==> config.mk <==
export PLATFORM = sky130hd
export DESIGN_NAME = rsa_driver
export DESIGN_NICKNAME = d
export VERILOG_FILES = /design/src/rtl/rsa_driver.sv
export SDC_FILE = /design/constraint.sdc
export NUM_CORES = 1
export LEC_CHECK = 0
export ABC_AREA = 1
export CORE_MARGIN = 2
export CORE_UTILIZATION = 48
export DETAILED_ROUTE_END_ITERATION = 7
export HOLD_SLACK_MARGIN = 0.08
export PLACE_DENSITY_LB_ADDON = 0.12
export SYNTH_ARGS = -nofsm -noshare
export SYNTH_HDL_FRONTEND = slang
export SYNTH_SLANG_ARGS = --single-unit
==> constraint.sdc <==
create_clock -name clk -period 3.5 [get_ports clk]
set_clock_uncertainty 0.05 [all_clocks]
set_input_delay 0.35 -clock clk [delete_from_list [all_inputs] [get_ports clk]]
set_output_delay 0.35 -clock clk [all_outputs]
set_load 0.03 [all_outputs]
==> src/rtl/rsa_driver.sv <==
// Systolic array driver: sends an init word, streams operands A and B from
// memory into the array, then writes the array results back to memory.
module rsa_driver #(
    parameter int X       = 3,
    parameter int N       = 3,
    parameter int Y       = 3,
    parameter int IN_LEN  = 8,
    parameter int OUT_LEN = 8,
    parameter int MEM_AW  = 8
) (
    input  logic               clk,
    input  logic               sys_rst,
    input  logic               start,
    input  logic [IN_LEN-1:0]  cfg_word,
    input  logic [MEM_AW-1:0]  a_base,
    input  logic [MEM_AW-1:0]  b_base,
    input  logic [MEM_AW-1:0]  c_base,
    output logic               busy,
    output logic               done,
    output logic               mem_rd_en,
    output logic [MEM_AW-1:0]  mem_rd_addr,
    input  logic [IN_LEN-1:0]  mem_rd_data,
    output logic               init_val,
    output logic [IN_LEN-1:0]  init_data,
    input  logic               init_rdy,
    output logic               Xin_val,
    output logic [IN_LEN-1:0]  Xin_data,
    input  logic               Xin_rdy,
    output logic               Yin_val,
    output logic [IN_LEN-1:0]  Yin_data,
    input  logic               Yin_rdy,
    input  logic               out_val,
    input  logic [OUT_LEN-1:0] out_data,
    output logic               out_rdy,
    output logic               res_wr_en,
    output logic [MEM_AW-1:0]  res_wr_addr,
    output logic [OUT_LEN-1:0] res_wr_data
);

    localparam int XN   = X * N;
    localparam int NY   = N * Y;
    localparam int XY   = X * Y;
    localparam int LMAX = (XN > NY) ? XN : NY;
    localparam int LW   = $clog2(LMAX + 1);
    localparam int CW   = $clog2(XY + 1);

    typedef enum logic [2:0] {
        S_IDLE,
        S_INIT,
        S_LOAD_X,
        S_LOAD_Y,
        S_COLLECT,
        S_DONE
    } state_t;

    state_t state, state_nx;

    logic [IN_LEN-1:0] cfg_q;
    logic [MEM_AW-1:0] a_q, b_q, c_q;
    logic [LW-1:0]     rd_cnt, xf_cnt, tot;
    logic [CW-1:0]     res_cnt;
    logic              rd_pend;
    logic [IN_LEN-1:0] fifo_q [2];
    logic              wp, rp;
    logic [1:0]        occ, lvl;
    logic              loading, fval, frdy, pop, rd_en, last_xf;
    logic              wr, last_res, accept;
    logic [MEM_AW-1:0] base, rd_addr;

    always_comb begin
        loading  = (state == S_LOAD_X) || (state == S_LOAD_Y);
        tot      = (state == S_LOAD_X) ? LW'(XN) : LW'(NY);
        base     = (state == S_LOAD_X) ? a_q : b_q;
        frdy     = (state == S_LOAD_X) ? Xin_rdy : Yin_rdy;
        fval     = loading && (occ != 2'd0);
        pop      = fval && frdy;
        // FIFO slots already claimed: stored words plus the read in flight
        lvl      = occ + {1'b0, rd_pend};
        rd_en    = loading && (rd_cnt != tot) &&
                   ((lvl < 2'd2) || ((lvl == 2'd2) && pop));
        rd_addr  = base + MEM_AW'(rd_cnt);
        last_xf  = pop && (xf_cnt == tot - LW'(1));
        accept   = (state == S_IDLE) && start;
        wr       = (state == S_COLLECT) && out_val;
        last_res = wr && (res_cnt == CW'(XY - 1));
    end

    always_comb begin
        state_nx = state;
        unique case (state)
            S_IDLE:    if (start) state_nx = S_INIT;
            S_INIT:    if (init_rdy) state_nx = S_LOAD_X;
            S_LOAD_X:  if (last_xf) state_nx = S_LOAD_Y;
            S_LOAD_Y:  if (last_xf) state_nx = S_COLLECT;
            S_COLLECT: if (last_res) state_nx = S_DONE;
            S_DONE:    state_nx = S_IDLE;
            default:   state_nx = S_IDLE;
        endcase
    end

    always_ff @(posedge clk or posedge sys_rst) begin
        if (sys_rst) begin
            state     <= S_IDLE;
            cfg_q     <= '0;
            a_q       <= '0;
            b_q       <= '0;
            c_q       <= '0;
            rd_cnt    <= '0;
            xf_cnt    <= '0;
            res_cnt   <= '0;
            rd_pend   <= 1'b0;
            fifo_q[0] <= '0;
            fifo_q[1] <= '0;
            wp        <= 1'b0;
            rp        <= 1'b0;
            occ       <= 2'd0;
        end else begin
            state   <= state_nx;
            rd_pend <= rd_en;
            if (accept) begin
                cfg_q   <= cfg_word;
                a_q     <= a_base;
                b_q     <= b_base;
                c_q     <= c_base;
                res_cnt <= '0;
            end else if (wr) begin
                res_cnt <= res_cnt + CW'(1);
            end
            if (last_xf || accept) begin
                rd_cnt <= '0;
                xf_cnt <= '0;
            end else begin
                if (rd_en) rd_cnt <= rd_cnt + LW'(1);
                if (pop)   xf_cnt <= xf_cnt + LW'(1);
            end
            if (rd_pend) begin
                fifo_q[wp] <= mem_rd_data;
                wp         <= ~wp;
            end
            if (pop) rp <= ~rp;
            occ <= occ + {1'b0, rd_pend} - {1'b0, pop};
        end
    end

    assign busy        = (state != S_IDLE);
    assign done        = (state == S_DONE);
    assign mem_rd_en   = rd_en;
    assign mem_rd_addr = rd_en ? rd_addr : '0;
    assign init_val    = (state == S_INIT);
    assign init_data   = init_val ? cfg_q : '0;
    assign Xin_val     = fval && (state == S_LOAD_X);
    assign Xin_data    = Xin_val ? fifo_q[rp] : '0;
    assign Yin_val     = fval && (state == S_LOAD_Y);
    assign Yin_data    = Yin_val ? fifo_q[rp] : '0;
    assign out_rdy     = (state == S_COLLECT);
    assign res_wr_en   = wr;
    assign res_wr_addr = wr ? c_q + MEM_AW'(res_cnt) : '0;
    assign res_wr_data = wr ? out_data : '0;

endmodule

Word-level counts from Yosys, hierarchy flattened. Cells that the tools add are included. Widths: inputs -> output; s select.

Latch bits: 0. Word-level logic and storage cells: 91. Output and inout port bits: 56. Bits of input ports: 55. RAM bits: 0. Flip-flop bits (word level): 68. Memories kept: 0. ROM bits: 0.

Reduce and logical (&&, ||, !) cells: 22. Equal/unequal tests: 14. $lt $le $gt $ge: 4. Bitwise operators: 4. Add/sub/neg operators: 7. Div/mod/pow operators: 0. Multiply operators: 0. Shifts and indexed selects: 0. Multiplexer cells: 26.

Operators with widths (count): $mux 8 (11); $mux 4 (6); $add 8x4->8 (2); $bwmux 16 (1); $mux 3 (5); $pmux 3 s5 (1); $add 4x1->4 const B (3); $logic_and 1x1->1 (12); $demux 8 s1 (1); $eq 4x4->1 const B (2); $reduce_bool 2->1 (4); $eq 3x2->1 const B (2); $eq 3x3->1 const B (2); $ne 2x2->1 const B (3); $reduce_and 5->1 (1); $ge 2x2->1 const B (2); $ne 2x1->1 const B (2); $ne 4x4->1 const B (1); $not 1->2 (2); $eq 3x1->1 const B (1); $logic_not 3->1 (1); $logic_or 1x1->1 (3); $reduce_bool 3->1 (1); $add 2x1->2 (1); other kinds (6) (7).

Depth between registers and ports, before layout.
Word-level depth: 9. Gate-level depth with buffers: 15.

Worst setup path before layout. No wires, ideal clock.

Path kind: reg-to-output. Start point: register state[2]. End point: output mem_rd_addr[6]. Data required time: 3.100 ns. Stages on the path, launching flop included: 15. Path slack: 0.632 ns. Buffers on the path: 1. Arrival time: 2.468 ns. Cells stage by stage: dfrtp_1 > inv_2 > nand3_2 > clkbuf_1 > o21ai_0 > ha_1 > inv_1 > fa_1 > inv_1 > nand3_1 > nand2_1 > nand2_1 > nor2_1 > xnor2_1 > nor2_1.

Cells in the longest elaborated chain, start to end: 8.

RTL lines: start: declaration (RTL line 56) `state_t state, state_nx;`; start signal: assignment (RTL line 118) `state <= state_nx;`; branches (longest 7 deep; another with $add 8x4->8); $mux 8 (*) (RTL line 148) `assign mem_rd_addr = rd_en ? rd_addr : '0;`; end: declaration (RTL line 21) `output logic [MEM_AW-1:0] mem_rd_addr,`.

Mark *: on every way between the ends.

Final worst setup path.
Start point: register state[2]. End point: output mem_rd_addr[2].

Same word-level chain as after synthesis.

==> out/summary.md <==
The flow ran to the end, and the final reports show no timing, DRC or antenna violations. The number of antenna-violating nets in the routed design was 0. The final critical path time including I/O delays and setup was 3347 ps; the maximum level of the CTS H-tree was 3.

The run gives 0 as the max-slew violation count. Yosys attributes the largest share of cell area to dfrtp_1, nand2_1, inv_1. The fraction of final layout cells sized beyond drive strength 1 came out at 6.362%. Setup repair after global routing left no endpoint under its margin. The tools report the largest voltage drop on the vdd net as 0.0003608 V. The path class of the tightest hold or removal check is in -> async. The classification of the worst setup path is reg -> out. The switching fraction of total power is 45.61%.

The tools report the number of DRC violations after detailed routing as 0. Initial antenna violation count: 0. The worst register-to-register path begins at state[1]. Per report_power, the clock group accounts for 14.2% of the total. Dividing the detail-routed wire length by the instance count gives 12.07 um. The pin count of the biggest net entering global routing is 53, and the arrival time at the worst endpoint is 2950 ps. The internal power of the cells totals 2.429 mW.

Worst-margin pin slew: 724.3 ps. The tools report the post-layout net count as 683. For this block, the routed nets add up to 8.628 mm of wire. The overall via count from detail_route is 3,477. The worst setup path is launched from a flop. Summed instance area of the synthesized netlist: 3781 sq um. The die covers 8603 sq um. Clock slew at the register clock pins of the worst setup and hold paths: 70 ps.

The clock reaches the later pin of the worst-skew pair after 330 ps. Counting the fill cells in the layout gives 676. After synthesis the netlist holds a flip-flop and latch count of 68.

Top fanout value on the critical path: 9. In this run, the number of DRC markers left after iteration 0 of detailed routing was 121. TritonCTS built the clock tree. Registers are responsible for 31.4% of the overall power. Measured along the x axis, the die boundary spans 92.76 um. In this run the deepest clock path goes through 2 buffers. The I/O pin count is 111, and the average size of a mapped cell is 7.577 sq um. The effective utilization at floorplan was 49.19%; the post-CTS setup buffer count was 0. The run gives 0 as the count of final hold-check violations. Relative contribution of combinational cells to total power: 54.4%. From synthesis to final layout, the design area changed by 36.76%. Across the run, the number of max-cap violations was 0. Overall track demand over capacity in global routing: 21.33%. The biggest area consumer among synthesized cells was dfrtp_1.

The first-pass iteration count of the detailed router came out at 4. The capturing element type of the critical path was an output port. The vertical die dimension came out at 92.76 um. The count of warnings emitted by yosys was 0; the net switching power of the design was 2.037 mW. Setup violations remaining at the end of the flow were counted as 0. The tightest slew margin relative to the limit is 51.64%, and the number of distinct library cells after synthesis is 30.

After layout, the design draws a total of 4.466 mW. Cells fill 67.27% of the core in the end. In this run the tool buffered the top-level ports with 110 buffer cells. Clock tree synthesis selected as its root buffer the cell clkbuf_8. The first global-routing pass estimated 14.68 mm of wire. In the finished design, the share of the clock period the worst path needs comes to 95.64%.

At the worst endpoint, the required time is 3100 ps. For this run the aggregate overflow at the end of global routing stands at 0. For the count of antenna diodes in the layout, the log shows 0. The number of clock buffers added by TritonCTS is 9.

Summed over all cells, the static leakage comes to 2.593 nW. The row count came out at 32. After routing, the total negative slack on setup checks comes to 0 ps.

Measured in cells, the most critical reg-to-reg path has a length of 8. Detailed placement ended at an HPWL of 6.506 mm. For the core area, the log shows 7687 sq um.

The run gives 0.2987 GHz as the peak clock frequency supported by timing. When the netlist entered floorplanning its net count stood at 572. The synthesized instance count is 499. The share of the synthesized area in the top cell type is 45.00%.

For the via count of the first global-routing pass, the log shows 3,288. Dividing total power by cell area gives a power density of 863.5 nW/um^2. The most critical setup path has its startpoint at state[2]. The per-cell via count in the routed design was 4.863. For this design, the sink count on the clock tree is 68. Sequential cells were found to cover 45.00% of the synthesized design area. For the placer's final routability congestion estimate, the log shows 0.8910.
[worst max-delay path, stage by stage, from the launching register on]
cell and delay [ps]:
dfrtp_1 450, inv_2 140, nand3_2 150, o21ai_0 220, ha_1 200, inv_1 50, fa_1 390, inv_1 100
nor2_1 50, nor3_2 160, clkdlybuf4s50_1 700
[power groups by stage]
stage | logic, mW | clock network, mW | registers (mW)
finish | 2.43 | 0.632 | 1.40
global route | 2.73 | 0.682 | 1.45
CTS | 2.46 | 0.646 | 1.40
detailed placement | 2.45 | 0 | 1.41
global placement | 2.39 | 0 | 1.40
floorplan | 1.75 | 0 | 1.33
[state kept, by name, indices dropped and copies added, names as in the netlist]
name,count
occ,2
xf_cnt,4
res_cnt,4
state,3
rd_cnt,4
c_q,8
a_q,8
rp,1
fifo_q,16
b_q,8
rd_pend,1
cfg_q,8
wp,1
[layer usage]
layer,global-route usage [%],vias up,part of all wire (%)
li1,-,1780,-
met1,27.35,1591,45
met2,34.79,87,47
met3,4.882,19,5.3
met4,9.069,0,2.4
met5,0,-,0
[path summary, 6_finish.rpt]
path | endpoint | slack, ps
setup / recovery | mem_rd_addr[2] | 150
hold / removal | fifo_q[13] | 360
setup reg to reg | res_cnt[2] | 1540
hold reg to reg | a_q[7] | 420
max in group asynchronous | cfg_q[7] | 2640
min in group clk | a_q[7] | 420
[cells by family after synthesis]
logic type	synth area share, %
AO/OA/AOI/OAI	9.431
XOR/XNOR	1.621
adder cells (fa/ha/maj)	6.353
buffers and inverters	8.967
flip-flops	45.00
multiplexers	2.118
AND/OR/NAND/NOR	26.51
[synth_stat cells, drive strengths merged]
master	n
a21oi	10
a31oi	1
and3b	1
buf	3
clkbuf	11
clkinv	1
dfrtp	68
fa	2
ha	16
inv	73
mux2i	8
nand2	136
nand3	22
nand4	4
nor2	65
nor3	11
o21a	1
o21ai	57
o31ai	1
or2	1
xnor2	3
xor2	4
[layout by cell type (no fill, tap or decap), drive strengths merged, types with 2 or more instances in the layout]
master | synthesis | final
a21oi | 10 | 10
buf | 3 | 4
clkbuf | 11 | 13
clkdlybuf4s50 | 0 | 106
clkinv | 1 | 2
dfrtp | 68 | 68
dlymetal6s2s | 0 | 3
fa | 2 | 2
ha | 16 | 16
inv | 73 | 73
mux2i | 8 | 8
nand2 | 136 | 136
nand3 | 22 | 22
nand4 | 4 | 4
nor2 | 65 | 65
nor3 | 11 | 11
o21ai | 57 | 57
xnor2 | 3 | 3
xor2 | 4 | 4
[metrics by stage]
step	hold WS (ps)	std cells	setup WS [ps]	instance area [sq um]
finish	364.8	715	152.6	5171
global route	413.7	715	8.162	5171
CTS	369.5	715	5.683	5167
detailed placement	411.5	701	224.4	4979
global placement	407.3	701	369.9	4979
floorplan	393.6	499	632.3	3781
[repair_timing]
item,CTS,global route
hold buffers,0,0
resized for setup,1,5
setup endpoints to repair,1,4
[cell type report]
class	count	area, sq um	share of cell area [%]
flip-flops and latches	68	1702	32.91
clock buffers	12	155.1	3.000
repair buffers	114	1134	21.92
multi-input cells	343	1740	33.66
well taps	102	127.6	2.468
inverters	74	277.8	5.371
clock inverters	2	35.03	0.6775
Power figures use the tool's default switching activity.
